==> src/rtl/bus_terminal_rx.sv <==
// Receive-side terminal agent: filters bus pushes by destination address and buffers
// accepted words in a show-ahead FIFO for a local consumer. It also keeps drop and error statistics.
module bus_terminal_rx #(
    parameter int         ancho_pal   = 32,
    parameter logic [7:0] terminal_id = 8'd0,
    parameter logic [7:0] broadcast   = 8'hFF,
    parameter int         profundidad = 8
) (
    input  logic                           clk,
    input  logic                           reset,
    input  logic                           push,
    input  logic [ancho_pal-1:0]           D_push,
    input  logic                           rd_en,
    output logic [ancho_pal-1:0]           rd_data,
    output logic                           rd_valid,
    output logic                           full,
    output logic                           empty,
    output logic [$clog2(profundidad):0]   count,
    output logic [15:0]                    ovf_cnt,
    output logic                           err_addr,
    output logic [15:0]                    bcast_cnt
);

    localparam int            AW    = $clog2(profundidad);
    localparam int            CW    = AW + 1;
    localparam logic [CW-1:0] DEPTH = CW'(profundidad);

    logic [ancho_pal-1:0] mem_q [profundidad];

    logic [AW-1:0] wrPtr_q, wrPtr_d;
    logic [AW-1:0] rdPtr_q, rdPtr_d;
    logic [CW-1:0] count_q, count_d;
    logic [15:0]   ovfCnt_q, ovfCnt_d;
    logic [15:0]   bcastCnt_q, bcastCnt_d;
    logic          errAddr_q, errAddr_d;

    logic [7:0] dest;
    logic       addrHit;
    logic       isBcast;
    logic       isEmpty;
    logic       isFull;
    logic       rdEff;
    logic       wrEn;
    logic       ovfEv;
    logic       missEv;

    always_comb begin
        dest    = D_push[ancho_pal-1 -: 8];
        isBcast = (dest == broadcast);
        addrHit = (dest == terminal_id) || isBcast;
        isEmpty = (count_q == '0);
        isFull  = (count_q == DEPTH);
        rdEff   = rd_en & ~isEmpty;
        // A pop in the same cycle frees a slot, so a full FIFO can still accept.
        wrEn    = push & addrHit & (~isFull | rdEff);
        ovfEv   = push & addrHit & isFull & ~rdEff;
        missEv  = push & ~addrHit;
    end

    always_comb begin
        wrPtr_d    = wrPtr_q;
        rdPtr_d    = rdPtr_q;
        count_d    = count_q;
        ovfCnt_d   = ovfCnt_q;
        bcastCnt_d = bcastCnt_q;
        errAddr_d  = errAddr_q;

        if (wrEn) begin
            wrPtr_d = wrPtr_q + 1'b1;
            if (isBcast && (bcastCnt_q != 16'hFFFF)) begin
                bcastCnt_d = bcastCnt_q + 16'd1;
            end
        end

        if (rdEff) begin
            rdPtr_d = rdPtr_q + 1'b1;
        end

        case ({wrEn, rdEff})
            2'b10:   count_d = count_q + 1'b1;
            2'b01:   count_d = count_q - 1'b1;
            default: count_d = count_q;
        endcase

        if (ovfEv && (ovfCnt_q != 16'hFFFF)) begin
            ovfCnt_d = ovfCnt_q + 16'd1;
        end

        if (missEv) begin
            errAddr_d = 1'b1;
        end
    end

    always_ff @(posedge clk) begin
        if (reset) begin
            wrPtr_q    <= '0;
            rdPtr_q    <= '0;
            count_q    <= '0;
            ovfCnt_q   <= '0;
            bcastCnt_q <= '0;
            errAddr_q  <= 1'b0;
        end else begin
            wrPtr_q    <= wrPtr_d;
            rdPtr_q    <= rdPtr_d;
            count_q    <= count_d;
            ovfCnt_q   <= ovfCnt_d;
            bcastCnt_q <= bcastCnt_d;
            errAddr_q  <= errAddr_d;
        end
    end

    // Storage needs no reset; the pointers and count alone define which words are live.
    always_ff @(posedge clk) begin
        if (!reset && wrEn) begin
            mem_q[wrPtr_q] <= D_push;
        end
    end

    always_comb begin
        rd_data   = isEmpty ? '0 : mem_q[rdPtr_q];
        rd_valid  = ~isEmpty;
        full      = isFull;
        empty     = isEmpty;
        count     = count_q;
        ovf_cnt   = ovfCnt_q;
        err_addr  = errAddr_q;
        bcast_cnt = bcastCnt_q;
    end

endmodule

==> config.mk <==
export PLATFORM = sky130hd
export DESIGN_NAME = bus_terminal_rx
export DESIGN_NICKNAME = d
export VERILOG_FILES = /design/src/rtl/bus_terminal_rx.sv
export SDC_FILE = /design/constraint.sdc
export NUM_CORES = 1
export LEC_CHECK = 0
export CAP_MARGIN = 20
export CORE_AREA = 5 5 155 157
export DETAILED_ROUTE_END_ITERATION = 7
export DIE_AREA = 0 0 160 162
export PLACE_DENSITY_LB_ADDON = 0.2
export SETUP_SLACK_MARGIN = 0.2
export SYNTH_ARGS = -nofsm -noshare
export SYNTH_HDL_FRONTEND = slang
export SYNTH_SLANG_ARGS = --single-unit
export TNS_END_PERCENT = 100
==> constraint.sdc <==
create_clock -name clk -period 8.2 [get_ports clk]
set_input_delay 1.64 -clock clk [delete_from_list [all_inputs] [get_ports clk]]
set_output_delay 1.64 -clock clk [all_outputs]
set_load 0.02 [all_outputs]
==> summary.md <==
| Metric | Value |
|---|---|
| Run status | complete, no violations |
| Sequential-to-total area share from yosys stat | 0.709 |
| Worst-path fanout max | 42 |
| Hold Worst Slack | 0.502 ns |
| Kind of cell adding the most delay to the critical path | buffers and inverters |
| Vias in the first global route | 7,096 |
| Tightest Hold Check Type | register to register |
| Synthesis-stage register bit count | 302 |
| Placed cell areas | 13,600 um^2 |
| Most common cell after layout, fill and taps aside | sky130_fd_sc_hd__edfxtp_1 |
| Int Pwr | 2660 uW |
| Clock slew at reported path FFs | 0.06 ns |
| Most used cells in the layout excluding fill and tap cells | sky130_fd_sc_hd__edfxtp_1 (256), sky130_fd_sc_hd__clkdlybuf4s50_1 (106), sky130_fd_sc_hd__mux4_2 (64) |
| Global-route wire length before repair | 38,400 um |
| TritonCTS clock tree | built |
| Effective utilization at floorplan | 0.543 |
| Area occupied by registers | 8610 um^2 |
| Switching Share | 0.250 |
| Switching component of the power | 885 uW |
| Final setup violating endpoints | 0 |
| Synth Warn # | 0 |
| Setup_tns | 0 ns |
| Via-to-Cell Ratio | 5.95 |
| DIE HEIGHT | 162 um |
| Data arrival at the endpoint of the critical path | 3.45 ns |
| Routed Antenna Nets | 0 |
| Number of antenna violations at the first check in global routing | 0 |
| Worst r2r src | count[0] |
| Proportion of netlist area held by the largest area contributor | 0.633 |
| Final worst-path setup slack | 3.11 ns |
| Worst clock skew | 0.00859 ns |
| Width of the chip | 160 um |
| Leading area contributor after synthesis | sky130_fd_sc_hd__edfxtp_1 |
| Worst stage delay on the critical path | 0.77 ns |
| Routed wire length per instance | 21.3 um |
| Multi-input gate area in the final layout | 3420 um^2 |
| Count of maximum capacitance violations | 0 |
| Drt total wl | 24,000 um |
| Maximum clock path buffer count | 3 |
| Clock latency of the later-clocked register in the worst-skew pair | 0.53 ns |
| Rows | 55 |
| Maximum number of pins on one net before global-route repair | 65 |
| Critical Path Start Type | register |
| Slowest cell on the critical path | sky130_fd_sc_hd__buf_4 |
| Net Count, Synth | 749 |
| Cell chosen for the clock root | sky130_fd_sc_hd__clkbuf_16 |
| Classification of the worst setup path | register to output pin |
| Number of top-level design ports | 108 |
| Top achievable clock speed | 196 MHz |
| Power per standard cell area | 245 nW/um^2 |
| Remaining Overflow, GRT | 0 |
| Required time at the endpoint of the critical path | 6.56 ns |
| Most used flip-flop cell after synthesis | sky130_fd_sc_hd__edfxtp_1 |
| Number of endpoints with negative hold slack in the final report | 0 |
| Distinct cells, synth | 47 |
| Drt drc | 0 |
| Final min period | 5.09 ns |
| Capturing point of the worst reg2reg path | count[3] |
| Post-detail-place hpwl | 14,200 um |
| Register-to-Register Setup Slack | 5.25 ns |
| Count of H-tree levels built during CTS | 1 |
| Final GP Congestion | 0.824 |
| Violation count after the first detailed-routing iteration | 427 |
| Bufs and invs on worst path | 2 |
| Async set-or-reset flop fraction in the synthesized netlist | 0 |
| Leak Pwr | 0.00441 uW |
| Share of total power in combinational logic | 0.182 |
| Nets@finish | 865 |
| Worst voltage drop across the vdd grid | 0.162 mV |
| Worst hold path stage count | 2 |
| Critical path, cell by cell | buf_4, mux4_2, mux2i_1, nor2_1, clkdlybuf4s50_1 |
| Hold bufs inserted after CTS | 0 |
| Synthesized cell area | 12,100 um^2 |
| Clock sinks | 302 |
| Avg Inst Size Synth | 17.2 um^2 |
| RSZ-0062 raised after global routing | false |
| Core Box Area | 22,400 um^2 |
| Die area | 25,900 um^2 |
| Final period utilization | 0.621 |
| Ant. Diodes | 0 |
| Pre-CTS setup slack | 2.96 ns |
| Transition time at the pin with the least slew margin | 1.06 ns |
| Number of CTS-inserted buffers | 29 |
| CP Capture Type | output pin |
| Start point of the worst min-delay path | rdPtr_q[1] |
| Global Route Usage Sum | 0.186 |
| Share of power burned in registers | 0.481 |
| Relative area change from synthesis to final layout | 19.2% |
| Detailed-routing iteration count for the pre-antenna-repair pass | 4 |
| Final-report max-slew violation count | 0 |
| Share of post-route cells with drive strength above 1 | 0.160 |
| Buffers inserted during post-CTS setup optimization | 0 |
| Synthesized netlist cell count | 706 |
| Non-Filler Cell Area, Final | 14,500 um^2 |
| Number of enable flip-flop cells after synthesis | 256 |
| Post-cts gate resize count | 0 |
| Count of buffers inserted at the top-level ports | 107 |
| Count of filler cells inserted in the layout | 1,533 |
| Total via count in the routed design | 6,701 |
| Relative slew slack | 0.294 |
| Clock network fraction of design power | 0.337 |
| Depth of the worst register-to-register path | 10 |
| Synth top area cells | sky130_fd_sc_hd__edfxtp_1 (63%), sky130_fd_sc_hd__mux4_2 (12%), sky130_fd_sc_hd__dfxtp_1 (7.6%) |
[area by class of cell]
type | instances | area share
sequential | 302 | 0.595
inverter | 7 | 0.00182
tap | 285 | 0.0246
multi-input combinational | 364 | 0.236
timing repair buffer | 118 | 0.0834
clock inverter | 17 | 0.00692
clock buffer | 34 | 0.0514
[how the worst max path moves through the flow]
stage	start	endpoint	slack, ns	depth (start not counted)
2_1_floorplan	D_push[25]	mem_q[0][0]	1.90	5
3_3_place_gp	D_push[25]	mem_q[7][11]	3.07	6
3_5_place_dp	D_push[25]	mem_q[3][7]	2.96	6
4_1_cts	register	rd_data[8]	2.95	5
5_1_grt	register	rd_data[8]	2.83	5
6_report	register	rd_data[8]	3.11	5
[cell usage after synthesis (8+ instances only)]
cell                       number
sky130_fd_sc_hd__a21oi_1       24
sky130_fd_sc_hd__clkbuf_1      22
sky130_fd_sc_hd__dfxtp_1       46
sky130_fd_sc_hd__edfxtp_1     256
sky130_fd_sc_hd__mux2i_1       33
sky130_fd_sc_hd__mux4_2        64
sky130_fd_sc_hd__nand2_1       21
sky130_fd_sc_hd__nand3_1       15
sky130_fd_sc_hd__nand4_1       11
sky130_fd_sc_hd__nor2_1        64
sky130_fd_sc_hd__o21ai_0       13
sky130_fd_sc_hd__o31ai_1       12
sky130_fd_sc_hd__or3_1          8
sky130_fd_sc_hd__or4_1         14
sky130_fd_sc_hd__xor2_1        11
[cell families (layout without fill, tap and decap cells)]
family / count (synthesis) / count (layout) / share of synthesized area
flops: 302 / 302 / 0.709
buf+inv: 40 / 176 / 0.0134
mux: 103 / 103 / 0.151
fa+ha+maj: 7 / 7 / 0.00783
simple gates: 177 / 177 / 0.0745
compound gates: 66 / 66 / 0.0358
xor+xnor: 11 / 11 / 0.00794
[sequential cells by signal (all words and copies together) (netlist names), named ones only]
signal and flops:
bcast_cnt 16, ovf_cnt 16, rdPtr_q 3, count 4, wrPtr_q 3, mem_q 256, err_addr 1
[power groups by stage]
stage               combinational [uW]  clock [uW]  sequential [uW]
global placement                   645           0             1740
CTS                                659        1220             1710
global route                       695        1290             1710
finish                             644        1190             1710
detailed placement                 657           0             1740
floorplan                          429           0             1720
[worst register-to-register path: cells and delay by family, from the launching register on]
family / cells / cell delay [ns]
AND/OR/NAND/NOR: 4 / 1.06
flip-flops: 1 / 0.36
multiplexers: 1 / 0.38
buffers and inverters: 1 / 0.08
adder cells (fa/ha/maj): 1 / 0.28
AO/OA/AOI/OAI: 3 / 0.69
[per-stage QoR]
step | utilization | cells | power (uW)
5_1_grt | 0.647 | 1127 | 3700
4_1_cts | 0.645 | 1125 | 3580
3_3_place_gp | 0.605 | 1072 | 2380
3_5_place_dp | 0.607 | 1074 | 2400
6_report | 0.647 | 1127 | 3540
2_1_floorplan | - | 706 | 2150
[metal layers]
metal	wire [um]	vias up	GRT usage	part of all wire
li1	-	3065	-	-
met1	9890	3377	0.255	0.41
met2	12000	221	0.314	0.50
met3	1680	38	0.0355	0.070
met4	407	0	0.0430	0.017
met5	0	-	0	0
(Power assumes the default switching activity.)
